## config.mk

```make
export PLATFORM = sky130hd
export DESIGN_NAME = controlador_botoes_multi
export DESIGN_NICKNAME = d
export VERILOG_FILES = /design/src/rtl/zanagotchi_pkg.sv /design/src/rtl/canal_botao.sv /design/src/rtl/controlador_botoes_multi.sv
export SDC_FILE = /design/constraint.sdc
export NUM_CORES = 1
export LEC_CHECK = 0
export CORE_ASPECT_RATIO = 2
export CORE_MARGIN = 2
export CORE_UTILIZATION = 40
export CTS_CLUSTER_DIAMETER = 40
export CTS_CLUSTER_SIZE = 10
export DETAILED_ROUTE_END_ITERATION = 7
export PLACE_DENSITY = 0.65
export SLEW_MARGIN = 20
export SYNTH_ARGS = -nofsm -noshare
export SYNTH_HDL_FRONTEND = slang
export SYNTH_SLANG_ARGS = --single-unit
```

## constraint.sdc

```tcl
create_clock -name clk -period 7.7 [get_ports clk]
set_input_delay 1.54 -clock clk [delete_from_list [all_inputs] [get_ports clk]]
set_output_delay 1.54 -clock clk [all_outputs]
set_load 0.1 [all_outputs]
```

## src/rtl/zanagotchi_pkg.sv

```systemverilog
// zanagotchi_pkg: shared button FSM states and board clock constant
package zanagotchi_pkg;
  localparam int CLK_HZ = 27_000_000;
  typedef enum logic [2:0] {SOLTO, DEB_PRESS, PRESSIONADO, SEGURANDO, DEB_SOLTA} estado_t;
endpackage

```

## src/rtl/canal_botao.sv

```systemverilog
// canal_botao: synchroniser, debounce FSM, hold and auto-repeat timers for one button
module canal_botao import zanagotchi_pkg::*; #(
  parameter int DEBOUNCE_CICLOS = 270000,
  parameter int HOLD_CICLOS     = 27000000,
  parameter int REPEAT_CICLOS   = 5400000,
  parameter int ATIVO_BAIXO     = 1
) (
  input  logic clk,
  input  logic rst_n,
  input  logic b_i,
  output logic nivel_o,
  output logic nivel_d_o,
  output logic press_o,
  output logic release_o,
  output logic hold_o,
  output logic repeat_o
);
  localparam logic SOLTO_NIVEL = ATIVO_BAIXO != 0;
  localparam int DW = $clog2(DEBOUNCE_CICLOS) + 1;
  localparam int TW = $clog2(HOLD_CICLOS > REPEAT_CICLOS ? HOLD_CICLOS : REPEAT_CICLOS) + 1;
  logic [1:0] sync_q;
  estado_t st_q;
  logic [DW-1:0] deb_q;
  logic [TW-1:0] tmr_q;
  logic nivel_q, press_q, release_q, hold_q, repeat_q;
  logic ativo, deb_cheio, press_w, rel_w;
  logic [DW-1:0] deb_inc;
  logic [TW-1:0] tmr_inc;
  assign ativo     = sync_q[1] ^ SOLTO_NIVEL;
  assign deb_cheio = deb_q >= DW'(DEBOUNCE_CICLOS);
  assign deb_inc   = deb_q + DW'(~&deb_q);
  assign tmr_inc   = tmr_q + TW'(~&tmr_q);
  assign press_w   = st_q == DEB_PRESS && ativo && deb_cheio;
  assign rel_w     = st_q == DEB_SOLTA && !ativo && deb_cheio;
  assign nivel_d_o = rst_n && (press_w || (nivel_q && !rel_w));
  always_ff @(posedge clk) begin
    if (!rst_n) begin
      sync_q    <= {2{SOLTO_NIVEL}};
      st_q      <= SOLTO;
      deb_q     <= '0;
      tmr_q     <= '0;
      nivel_q   <= 1'b0;
      press_q   <= 1'b0;
      release_q <= 1'b0;
      hold_q    <= 1'b0;
      repeat_q  <= 1'b0;
    end else begin
      sync_q    <= {sync_q[0], b_i};
      nivel_q   <= press_w || (nivel_q && !rel_w);
      press_q   <= press_w;
      release_q <= rel_w;
      repeat_q  <= 1'b0;
      case (st_q)
        SOLTO: if (ativo) begin
          st_q  <= DEB_PRESS;
          deb_q <= DW'(1);
        end
        DEB_PRESS: if (!ativo) begin
          st_q  <= SOLTO;
          deb_q <= '0;
        end else if (deb_cheio) begin
          st_q  <= PRESSIONADO;
          deb_q <= '0;
          tmr_q <= '0;
        end else deb_q <= deb_inc;
        PRESSIONADO: if (!ativo) begin
          st_q  <= DEB_SOLTA;
          deb_q <= DW'(1);
        end else if (tmr_q >= TW'(HOLD_CICLOS - 1)) begin
          st_q     <= SEGURANDO;
          hold_q   <= 1'b1;
          repeat_q <= 1'b1;
          tmr_q    <= '0;
        end else tmr_q <= tmr_inc;
        SEGURANDO: if (!ativo) begin
          st_q  <= DEB_SOLTA;
          deb_q <= DW'(1);
        end else if (tmr_q >= TW'(REPEAT_CICLOS - 1)) begin
          repeat_q <= 1'b1;
          tmr_q    <= '0;
        end else tmr_q <= tmr_inc;
        // a bounce back to pressed resumes the frozen hold/repeat timer
        DEB_SOLTA: if (ativo) begin
          st_q  <= hold_q ? SEGURANDO : PRESSIONADO;
          deb_q <= '0;
        end else if (deb_cheio) begin
          st_q   <= SOLTO;
          deb_q  <= '0;
          hold_q <= 1'b0;
        end else deb_q <= deb_inc;
        default: st_q <= SOLTO;
      endcase
    end
  end
  assign nivel_o   = nivel_q;
  assign press_o   = press_q;
  assign release_o = release_q;
  assign hold_o    = hold_q;
  assign repeat_o  = repeat_q;
endmodule

```

## src/rtl/controlador_botoes_multi.sv

```systemverilog
// controlador_botoes_multi: N debounced button channels plus an all-pressed combo pulse
module controlador_botoes_multi import zanagotchi_pkg::*; #(
  parameter int N_BOTOES        = 2,
  parameter int DEBOUNCE_CICLOS = CLK_HZ / 100,
  parameter int HOLD_CICLOS     = CLK_HZ,
  parameter int REPEAT_CICLOS   = CLK_HZ / 5,
  parameter int ATIVO_BAIXO     = 1
) (
  input  logic                clk,
  input  logic                rst_n,
  input  logic [N_BOTOES-1:0] b_in,
  output logic [N_BOTOES-1:0] b_nivel,
  output logic [N_BOTOES-1:0] b_press,
  output logic [N_BOTOES-1:0] b_release,
  output logic [N_BOTOES-1:0] b_hold,
  output logic [N_BOTOES-1:0] b_repeat,
  output logic                b_combo
);
  logic [N_BOTOES-1:0] nivel_d;
  logic b_combo_q;
  for (genvar i = 0; i < N_BOTOES; i++) begin : g_canal
    canal_botao #(
      .DEBOUNCE_CICLOS(DEBOUNCE_CICLOS),
      .HOLD_CICLOS(HOLD_CICLOS),
      .REPEAT_CICLOS(REPEAT_CICLOS),
      .ATIVO_BAIXO(ATIVO_BAIXO)
    ) u_canal (
      .clk(clk),
      .rst_n(rst_n),
      .b_i(b_in[i]),
      .nivel_o(b_nivel[i]),
      .nivel_d_o(nivel_d[i]),
      .press_o(b_press[i]),
      .release_o(b_release[i]),
      .hold_o(b_hold[i]),
      .repeat_o(b_repeat[i])
    );
  end
  // looks at next-state levels so the combo lands on the same cycle as the press
  always_ff @(posedge clk) b_combo_q <= rst_n && (&nivel_d) && !(&b_nivel);
  assign b_combo = b_combo_q;
endmodule

```

==> impl_results.md <==
- Initial antenna violation count: 0
- Die height: about 180 um
- Die Span X: 90.5 um
- Final setup viols: 0
- WS Path Type: flip-flop to output port
- Global route overflow: 0
- Sw Share: 21.6%
- Simple-Gate Fraction of Synth Area: approximately 33%
- RePlAce Congestion: 0.872
- Largest family of logic cells by synthesized area: simple AND/OR/NAND/NOR gates
- Routed WL: approximately 15000 um
- Worst-Margin Slew: 1.01 ns
- Clock slew at reported path FFs: 0.06 ns
- NumNets Final: 748
- Arrival @ worst endpoint: 2.03 ns
- Clock share of power: a little under three fifths
- Post CTS Setup Buffer Count: 0
- Final Hold Fails: 0
- Synth Flop Type: dfxtp_1
- Required @ worst endpoint: 6.16 ns
- Int Pwr: 1120 uW
- Cells after Synth: 743
- Max FO, Critical Path: 4
- Layout Area Growth over Synthesis: 13.3%
- CORE AREA: 0.0147 mm2
- Final Slew Violations: 0
- CTS Buf Count: 17
- Seq pwr share: 41.2%
- Yosys reg bits: 113
- Tmin final: 3.57 ns
- Initial Util: 40.7%
- Setup Skew: 0.00971 ns
- Combinational share of power: 1.8%
- Routed Antenna Nets: 0
- Ys Warns: 0
- LEAKAGE: 0.00223 uW
- CTS root buffer: clkbuf_16
- Compound-Gate Fraction of Synth Area: 12.8%
- Unrepaired setup endpoints after global routing: false
- Die area: 0.0160 mm2
- Post-synth EDFFs: 0
- Critical Path Start Type: flip-flop
- WL per Instance: 16.0 um
- IO buf count: 14
- Peak Freq: 280 MHz
- Pwr per Cell Area: 211 mW/mm2
- Max-slew headroom: 32.5%
- Cts hold-fix bufs: 0
- Psw: 309 uW
- Sequential share of the synthesized area: 37.8%
- Adder-Cell Fraction of Synth Area: 2.09%
- CTS tree: yes
- Xor/xnor share of the synthesized area: under 10%
- Max Buffers Root-to-Sink: 2
- Pin count of the biggest net entering global routing: 26
- DR pass1 iterations: 5
- Clock latency on the worst-skew pair: around 0.4 ns
- Status: complete, no violations
- Via Count: roughly 5500
- Ratio of cells with drive above 1 in the final layout: under 10%
- Antenna cells: 0
- CP Cell Sequence: clkdlybuf4s50_1
- Vias in the first global route: 5475
- DP HPWL: 10700 um
- Nature of the critical path endpoint: output port
- Overall Global Routing Usage: 19.4%
- Cell area after synthesis: ~0.0060 mm2
- DRC: 0
- Syn Nets: 757
- H-tree levels: 4
- I/O pins: 15
- Hold crit path type: flip-flop to flip-flop
- Syn Area/Cell: 8.06 um2
- Initial DRC count: 275
- First-pass GRT wire length: ~25000 um
- Crit path buf inv count: 1
- Setup Total Neg Slack: 0 ns
- MaxCap Viol Count: 0
- Hold WS: 0.407 ns
- Rows: 63
- Vias/cell: 5.86
- Top delay family on crit path: buffers and inverters
- Ys async rst share: 0%
- Post-route clock period utilization: 46.3%
- Crit-path max cell delay: 1.18 ns
- Crit-path slowest cell: clkdlybuf4s50_1
- Clk sinks: approximately 110
- Post-cts sizing count: 0
- Worst IR drop on VDD: 133 uV
- Netlist cell types: 65
- Mux cell area share after synthesis: less than 1%
[cells in the final DEF, fill, tap and decap left out, drive strengths merged, types with 3 or more instances in the layout]
cell,netlist,final
nor2,108,108
o31ai,6,6
nor4,21,21
dfxtp,113,113
clkinvlp,0,3
buf,17,4
nand3b,5,5
a211oi,11,11
or3,14,14
a31oi,12,12
and3,22,22
clkinv,0,5
or4,8,8
o21ai,22,22
nor4b,3,3
a21oi,28,28
nand2b,13,13
a21o,5,5
xor2,27,27
nor3b,3,3
nand2,50,50
clkbuf,29,20
and4,7,7
xnor2,34,34
nand3,47,47
o21a,3,3
bufinv,0,3
o211ai,4,4
nor2b,3,3
clkdlybuf4s50,0,14
inv,16,17
o211a,3,3
ha,10,10
or2,5,5
nand4b,3,3
nand4,37,37
nor3,21,21
[metal layers]
layer,track usage (%),share of wire [%]
met2,37.2,55
met3,3.71,3.8
met4,10.7,4.0
met5,0,0
met1,19.1,37
[cells by family after synthesis]
group,after synthesis
DFF,113
and+or+nand+nor,380
buffers and inverters,62
AOI/OAI and AO/OA,115
adders and majority gates,10
xor gates and xnor gates,61
muxes,2
[state kept, by name, summed over array words and instances, names as in the netlist, 4 cells and up]
register / count
g_canal.u_canal.deb_q: 40
g_canal.u_canal.st_q: 6
g_canal.u_canal.sync_q: 4
g_canal.u_canal.tmr_q: 52
[area by class of cell]
class                      count  area (um2)
multi-input combinational    568        3440
clock inverter                12         158
fill                        1432        7950
inverter                      16        60.1
sequential                   113        2260
timing repair buffer          18         170
tap                          195         244
clock buffer                  20         457
[cells in the mapped netlist (5+ instances only)]
| cell type | number | area, um2 |
|---|---|---|
| and4_1 | 7 | 61.3 |
| nor3_1 | 21 | 105 |
| o31ai_1 | 5 | 37.5 |
| nor4_1 | 21 | 131 |
| o21ai_0 | 21 | 105 |
| nand3b_1 | 5 | 37.5 |
| a21o_1 | 5 | 37.5 |
| nor2_1 | 108 | 405 |
| nand4_1 | 36 | 225 |
| inv_1 | 16 | 60.1 |
| nand2_1 | 50 | 188 |
| xnor2_1 | 34 | 298 |
| or3_1 | 13 | 81.3 |
| dfxtp_1 | 113 | 2260 |
| nand3_1 | 47 | 235 |
| and3_1 | 22 | 138 |
| a211oi_1 | 11 | 82.6 |
| or4_1 | 8 | 60.1 |
| xor2_1 | 27 | 236 |
| or2_2 | 5 | 31.3 |
| clkbuf_1 | 28 | 105 |
| a21oi_1 | 28 | 140 |
| nand2b_1 | 13 | 81.3 |
| a31oi_1 | 12 | 75.1 |
| ha_1 | 10 | 125 |
| buf_4 | 12 | 90.1 |
[per-stage QoR]
| step | worst slack, ns | std cells | utilization (%) | area [um2] | power, uW |
|---|---|---|---|---|---|
| floorplan | 4.94 | 743 | - | 5990 | 621 |
| global placement | 3.86 | 910 | 41.9 | 6180 | 628 |
| detailed placement | 3.80 | 910 | 41.9 | 6180 | 629 |
| CTS | 4.12 | 942 | 46.1 | 6790 | 1450 |
| global route | 3.88 | 942 | 46.1 | 6790 | 1470 |
| finish | 4.13 | 942 | 46.1 | 6790 | 1430 |
[power groups by stage]
| stage | Clock [uW] | Combinational [uW] | Sequential (uW) |
|---|---|---|---|
| CTS | 833 | 26.6 | 590 |
| finish | 815 | 26.4 | 590 |
| detailed placement | 0 | 26.4 | 602 |
| global placement | 0 | 26.0 | 602 |
| global route | 854 | 29.2 | 590 |
| floorplan | 0 | 19.9 | 601 |
[worst paths after layout]
kind	from	endpoint	slack [ns]	cells past startpoint
worst max-delay path	g_canal[1].u_canal.hold_o	b_hold[1]	4.13	1
worst min-delay path	g_canal[0].u_canal.sync_q[0]	g_canal[0].u_canal.sync_q[1]	0.41	1
worst max register to register	g_canal[0].u_canal.tmr_q[9]	g_canal[0].u_canal.tmr_q[25]	4.19	13
worst min register to register	g_canal[0].u_canal.sync_q[0]	g_canal[0].u_canal.sync_q[1]	0.41	1
Note: power is estimated with default switching activity, not from simulation.
